`src/rtl/sensor_poll_ctrl_if.sv`:
```
// Shared request/acknowledge sensor bus between the poll sequencer and the four
// ground-distance sensors.
interface sensor_poll_ctrl_if;
   logic       sen_req;
   logic [1:0] sen_sel;
   logic       sen_ack;
   logic [7:0] sen_data;

   modport master (output sen_req, output sen_sel, input sen_ack, input sen_data);
   modport slave  (input sen_req, input sen_sel, output sen_ack, output sen_data);
endinterface

```
`src/rtl/sensor_poll_ctrl.sv`:
```
// Polls four ground-distance sensors over one request/ack bus and fuses the
// readings into a single height value with a one-cycle valid strobe.
module sensor_poll_ctrl #(
   parameter int unsigned TIMEOUT     = 16,
   parameter int unsigned AUTO_PERIOD = 0
) (
   input  logic                       clk,
   input  logic                       rst_n,
   input  logic                       start,
   output logic                       busy,
   sensor_poll_ctrl_if.master         bus,
   output logic [7:0]                 height,
   output logic                       height_valid,
   output logic [3:0]                 timeout_mask
);

   localparam int unsigned DW = 8;
   localparam int unsigned SW = 10;
   localparam int unsigned WW = 8;
   localparam int unsigned PW = (AUTO_PERIOD > 0) ? $clog2(AUTO_PERIOD + 1) : 1;

   typedef enum logic [2:0] {IDLE, REQ, GAP, CALC, DONE} state_t;

   state_t               state;
   logic [3:0][DW-1:0]   slot;
   logic [WW-1:0]        wait_cnt;
   logic [3:0]           pend_mask;
   logic [PW-1:0]        period_cnt;

   logic                 auto_tick_c;
   logic                 trigger_c;
   logic                 timed_out_c;
   logic [SW-1:0]        sum_all_c;
   logic [SW-1:0]        sum_even_c;
   logic [SW-1:0]        sum_odd_c;
   logic [DW-1:0]        fuse_c;

   // Trigger decode and height fusion; a zero reading counts as a missing sensor.
   always_comb begin
      auto_tick_c = (AUTO_PERIOD != 0) && (period_cnt == PW'(AUTO_PERIOD));
      trigger_c   = start | auto_tick_c;
      timed_out_c = (wait_cnt == WW'(TIMEOUT - 1));
      sum_all_c   = SW'(slot[0]) + SW'(slot[1]) + SW'(slot[2]) + SW'(slot[3]) + SW'(2);
      sum_even_c  = SW'(slot[0]) + SW'(slot[2]) + SW'(1);
      sum_odd_c   = SW'(slot[1]) + SW'(slot[3]) + SW'(1);
      fuse_c      = '0;
      if ((slot[0] != '0) && (slot[1] != '0) && (slot[2] != '0) && (slot[3] != '0))
         fuse_c = DW'(sum_all_c >> 2);
      else if ((slot[0] == '0) || (slot[2] == '0))
         fuse_c = DW'(sum_odd_c >> 1);
      else
         fuse_c = DW'(sum_even_c >> 1);
   end

   always_ff @(posedge clk or negedge rst_n) begin
      if (!rst_n) begin
         state        <= IDLE;
         slot         <= '0;
         wait_cnt     <= '0;
         pend_mask    <= '0;
         period_cnt   <= '0;
         busy         <= 1'b0;
         bus.sen_req  <= 1'b0;
         bus.sen_sel  <= '0;
         height       <= '0;
         height_valid <= 1'b0;
         timeout_mask <= '0;
      end else begin
         height_valid <= 1'b0;
         case (state)
            IDLE: begin
               // Period counter only advances while idle and restarts on any trigger.
               if (trigger_c || (AUTO_PERIOD == 0))
                  period_cnt <= '0;
               else
                  period_cnt <= period_cnt + PW'(1);
               if (trigger_c) begin
                  state       <= REQ;
                  busy        <= 1'b1;
                  bus.sen_req <= 1'b1;
                  bus.sen_sel <= '0;
                  wait_cnt    <= '0;
                  pend_mask   <= '0;
               end
            end
            REQ: begin
               // Ack beats a simultaneous timeout.
               if (bus.sen_ack || timed_out_c) begin
                  if (bus.sen_ack) begin
                     slot[bus.sen_sel] <= bus.sen_data;
                  end else begin
                     slot[bus.sen_sel]      <= '0;
                     pend_mask[bus.sen_sel] <= 1'b1;
                  end
                  bus.sen_req <= 1'b0;
                  state       <= (bus.sen_sel == 2'd3) ? CALC : GAP;
               end else begin
                  wait_cnt <= wait_cnt + WW'(1);
               end
            end
            GAP: begin
               bus.sen_sel <= bus.sen_sel + 2'd1;
               wait_cnt    <= '0;
               bus.sen_req <= 1'b1;
               state       <= REQ;
            end
            CALC: begin
               height       <= fuse_c;
               timeout_mask <= pend_mask;
               height_valid <= 1'b1;
               state        <= DONE;
            end
            DONE: begin
               busy  <= 1'b0;
               state <= IDLE;
            end
            default: begin
               busy        <= 1'b0;
               bus.sen_req <= 1'b0;
               state       <= IDLE;
            end
         endcase
      end
   end

endmodule

```
`src/flat_wrapper.sv`:
```
// flat-port wrapper written by rule: the top's interface ports become plain ports
module sensor_poll_ctrl_flat 
#(
   parameter int unsigned TIMEOUT     = 16,
   parameter int unsigned AUTO_PERIOD = 0
)
  (clk, rst_n, start, busy, height, height_valid, timeout_mask, bus_sen_req, bus_sen_sel, bus_sen_ack, bus_sen_data);
  sensor_poll_ctrl_if bus_i ();
  input  logic clk;
  input  logic rst_n;
  input  logic start;
  output logic busy;
  output logic [7:0] height;
  output logic height_valid;
  output logic [3:0] timeout_mask;
  output wire logic [$bits(bus_i.sen_req)-1:0] bus_sen_req;
  output wire logic [$bits(bus_i.sen_sel)-1:0] bus_sen_sel;
  input wire logic [$bits(bus_i.sen_ack)-1:0] bus_sen_ack;
  input wire logic [$bits(bus_i.sen_data)-1:0] bus_sen_data;
  assign bus_sen_req = bus_i.sen_req;
  assign bus_sen_sel = bus_i.sen_sel;
  assign bus_i.sen_ack = bus_sen_ack;
  assign bus_i.sen_data = bus_sen_data;
  sensor_poll_ctrl #(.TIMEOUT(TIMEOUT), .AUTO_PERIOD(AUTO_PERIOD)) u_core (.clk(clk), .rst_n(rst_n), .start(start), .busy(busy), .bus(bus_i), .height(height), .height_valid(height_valid), .timeout_mask(timeout_mask));
endmodule
```
`config.mk`:
```
export PLATFORM = sky130hd
export DESIGN_NAME = sensor_poll_ctrl_flat
export DESIGN_NICKNAME = d
export VERILOG_FILES = /design/src/rtl/sensor_poll_ctrl_if.sv /design/src/rtl/sensor_poll_ctrl.sv /design/src/flat_wrapper.sv
export SDC_FILE = /design/constraint.sdc
export NUM_CORES = 1
export LEC_CHECK = 0
export CAP_MARGIN = 25
export CORE_MARGIN = 10
export CORE_UTILIZATION = 50
export CTS_BUF_LIST = sky130_fd_sc_hd__clkbuf_8
export CTS_CLUSTER_DIAMETER = 150
export DETAILED_ROUTE_END_ITERATION = 6
export MAX_ROUTING_LAYER = met4
export PLACE_DENSITY = 0.82
export SLEW_MARGIN = 10
export SYNTH_ARGS = -nofsm -noshare
export SYNTH_HDL_FRONTEND = slang
export SYNTH_SLANG_ARGS = --single-unit
```
`constraint.sdc`:
```
create_clock -name clk -period 3.55 [get_ports clk]
set_input_delay 0.71 -clock clk [delete_from_list [all_inputs] [get_ports clk]]
set_output_delay 0.71 -clock clk [all_outputs]
set_load 0.03 [all_outputs]
```
==> results.txt <==
CP Depth = 18
Final Setup Violations = 2
Total global routing overflow = 0
Slew @ Worst Pin = 0.800 ns
Final ANT Viol Nets = 0
Final wirelength = 10800 µm
Pwr Density = 1120 nW/µm²
Clk buf depth = 2
Iter 0 DRT Violations = 281
CP Max Fanout = 2
Syn nets = 534
Critical path startpoint = u_core.slot[0]$_DFFE_PN0P_
Post-route cell area = 5150 µm²
# H-tree levels = 3
Global Route Usage Sum = 17.9%
Slack of the critical path = -0.113 ns
CP dominant cell by count = inv_2
HPWL after DPL = 7920 µm
Mean Syn Cell Area = 8.85 µm²
Netlist cell types = 55
Top cells by count, synth = 87 x nand2_1, 64 x dfrtp_1, 44 x inv_1
Area post-placement = 4730 µm²
Initial Utilization = 51.3%
Internal power = 0.00305 W
DRC = 0
Non-Filler Instances = 644
First-pass GRT wire length = 18200 µm
Reg clk slew, reported paths = 0.08 ns
Comb pwr share = 63.8%
Largest net degree at the start of global routing = 65
Critical path class = flop to flop
Sequential area share after synthesis = 38.0%
Seq pwr share = 22.4%
RSZ-0062 raised after global routing = true
Mapped Cells = 476
Ratio of cells with drive above 1 in the final layout = 14.7%
Clk_lat worst skew = 0.35 ns
Max-capacitance violation count = 0
Post-synth top area share = 38.0%
Fin crit share = 103%
# diodes = 0
Cell taking the most area after synthesis = dfrtp_1
Area grow syn2layout = 22.2%
Worst setup path end = u_core.height[7]$_DFFE_PN0P_
Clk sinks = 64
Crit end category = flop
Critical path's top delay family = adder cells
Slowest stage cell, crit path = fa_1
Post-synth EDFFs = 0
Status = finished with violations
CP cell instances = ha_2 > inv_2 > fa_2 > nor2b_2 > o21ai_2 > a21boi_1 > o21a_1 > nor2_2 > xor2_1 > fa_1 > inv_2 > ha_4 > nand2_2 > a21oi_2 > a221o_1 > a21oi_1 > nor3_1 > o32a_1
Vias/cell = 5.74
Total Power = 0.00575 W
Final setup skew = 0.0129 ns
Arr. time, crit path = 3.90 ns
Hold Path Class = flop to flop
First-pass DRT Iterations = 7
Layout Nets = 592
Top post-synthesis cells by area = dfrtp_1 38%, ha_1 11%, nand2_1 7.7%, o21ai_0 5.1%, fa_1 4.8%
Fin. max-slew vios = 0
WHS = 0.482 ns
Critical Path RT = 3.79 ns
Register bit total from synthesis = 64
Sw power = 0.00270 W
Initial antenna violation count = 0
Reg2Reg Capture Point = u_core.height[7]$_DFFE_PN0P_
Dpl cells = 618
Relative slew slack = 46.7%
Net Sw Frac = 47.0%
Buffers & Inverters on Critical Path = 2
Vias in the first global route = 3705
Worst IR Drop VDD = 0.387 mV
Hold Vio Cnt, Final = 0
CTS root buf = clkbuf_8
Ys async rst share = 100%
Register-to-Register Path Depth = 18
Fin crit period = 3.66 ns
Routability cong. = 0.926
Leakage = 2.46 nW
Num CTS Buffers = 9
TritonCTS clock tree = yes
IO Port Bufs = 28
Most frequent cell after synthesis = nand2_1
Clock Power Share = 13.8%
Setup slack, reg-to-reg = -0.11 ns
# IOs = 29
DR vias = 3698
Ys Warns = 0
Critical Path Max Stage Delay = 0.50 ns
Prevailing post-synth register cell = dfrtp_1
Routed length per instance = 16.8 µm
Hold buffers post-CTS = 0
Die H = 112 µm
Cell Area, Synth = 4210 µm²
Worst r2r src = u_core.slot[0]$_DFFE_PN0P_
FMAX = 0.273 GHz
Total die area = 12500 µm²
CORE AREA = 8220 µm²
Chip Width = 112 µm
Row count = 33
Failing checks = negative setup slack
CP startpoint kind = flop
Worst slack, placed = -0.0805 ns
cell families (layout without fill, tap and decap cells):
kind of cell             count (synthesis)  after routing  share of synthesized area (%)
AO/OA/AOI/OAI                          119            119                           17.8
AND/OR/NAND/NOR                        162            162                           17.0
XOR/XNOR                                25             25                           5.20
adder cells (fa/ha/maj)                 46             46                           15.4
flip-flops                              64             64                           38.0
buffers and inverters                   54            117                           5.08
multiplexers                             6              6                           1.45
power by group through the flow:
stage | Sequential, W | Combinational (W) | Clock (W)
6_report | 0.00129 | 0.00367 | 0.000793
5_1_grt | 0.00132 | 0.00403 | 0.000841
4_1_cts | 0.00127 | 0.00334 | 0.000804
3_5_place_dp | 0.00129 | 0.00325 | 0
3_3_place_gp | 0.00127 | 0.00313 | 0
2_1_floorplan | 0.00134 | 0.00218 | 0
layout by cell type, fill, tap and decap left out, types with 5 or more instances in the layout:
cell type        instances
a211oi_1                 5
a21o_1                   5
a21oi_1                 19
buf_4                   29
clkbuf_8                10
clkdlybuf4s50_1         27
dfrtp_1                 64
fa_1                     9
ha_1                    33
inv_1                   41
mux2i_1                  5
nand2_1                 86
nand3_1                 13
nor2_1                  27
nor3_1                   5
nor4_1                   9
o211ai_1                 5
o21ai_0                 40
o21ai_1                  8
xnor2_1                 11
xor2_1                  13
metal layers:
metal / vias to the layer above / track usage [%] / wire [µm]
li1: 1764 / - / -
met4: 0 / 6.00 / 191
met5: - / - / 0
met1: 1767 / 21.5 / 4740
met2: 144 / 28.6 / 5170
met3: 23 / 4.62 / 743
worst min-delay path, cell delays in order (launching register included):
cell and delay, ns:
dfrtp_1 0.34, nand2_1 0.05, o21ai_1 0.06
registers in the layout, summed over array words and instances (netlist names), 2 cells and up:
register	cells
u_core.slot	32
u_core.height	8
u_core.wait_cnt	8
u_core.pend_mask	4
u_core.timeout_mask	4
u_core.state	3
u_core.bus.sen_sel	2
area by class of cell:
class	count	area, µm²
clock buffer	10	138
clock inverter	6	114
fill	640	3070
inverter	44	165
multi-input combinational	358	2510
sequential	64	1600
tap	105	131
timing repair buffer	57	493
worst min path at each step:
stage	startpoint	end	slack, ns	cells past startpoint
after floorplan	rst_n	u_core.bus.sen_req$_DFFE_PN0P_	0.41	0
after global placement	u_core.height[3]$_DFFE_PN0P_	u_core.height[3]$_DFFE_PN0P_	0.46	2
after detailed placement	u_core.height[3]$_DFFE_PN0P_	u_core.height[3]$_DFFE_PN0P_	0.47	2
after CTS	u_core.height[3]$_DFFE_PN0P_	u_core.height[3]$_DFFE_PN0P_	0.49	2
after global routing	u_core.pend_mask[0]$_DFFE_PN0P_	u_core.timeout_mask[0]$_DFFE_PN0P_	0.51	2
final	u_core.height[3]$_DFFE_PN0P_	u_core.height[3]$_DFFE_PN0P_	0.48	2
through the flow:
step	setup TNS, ns	utilization (%)
finish	-0.173	62.7
global route	-0.600	62.7
CTS	-0.0964	61.4
detailed placement	-0.115	57.6
global placement	0	57.6
floorplan	0	-
repair_timing:
action                                  in CTS  in global routing
buffers inserted                             8                  2
endpoints found under the setup margin       2                  5
pin swaps                                    9                 12
gates resized for setup                      4                 23
Power figures use the tool's default switching activity.
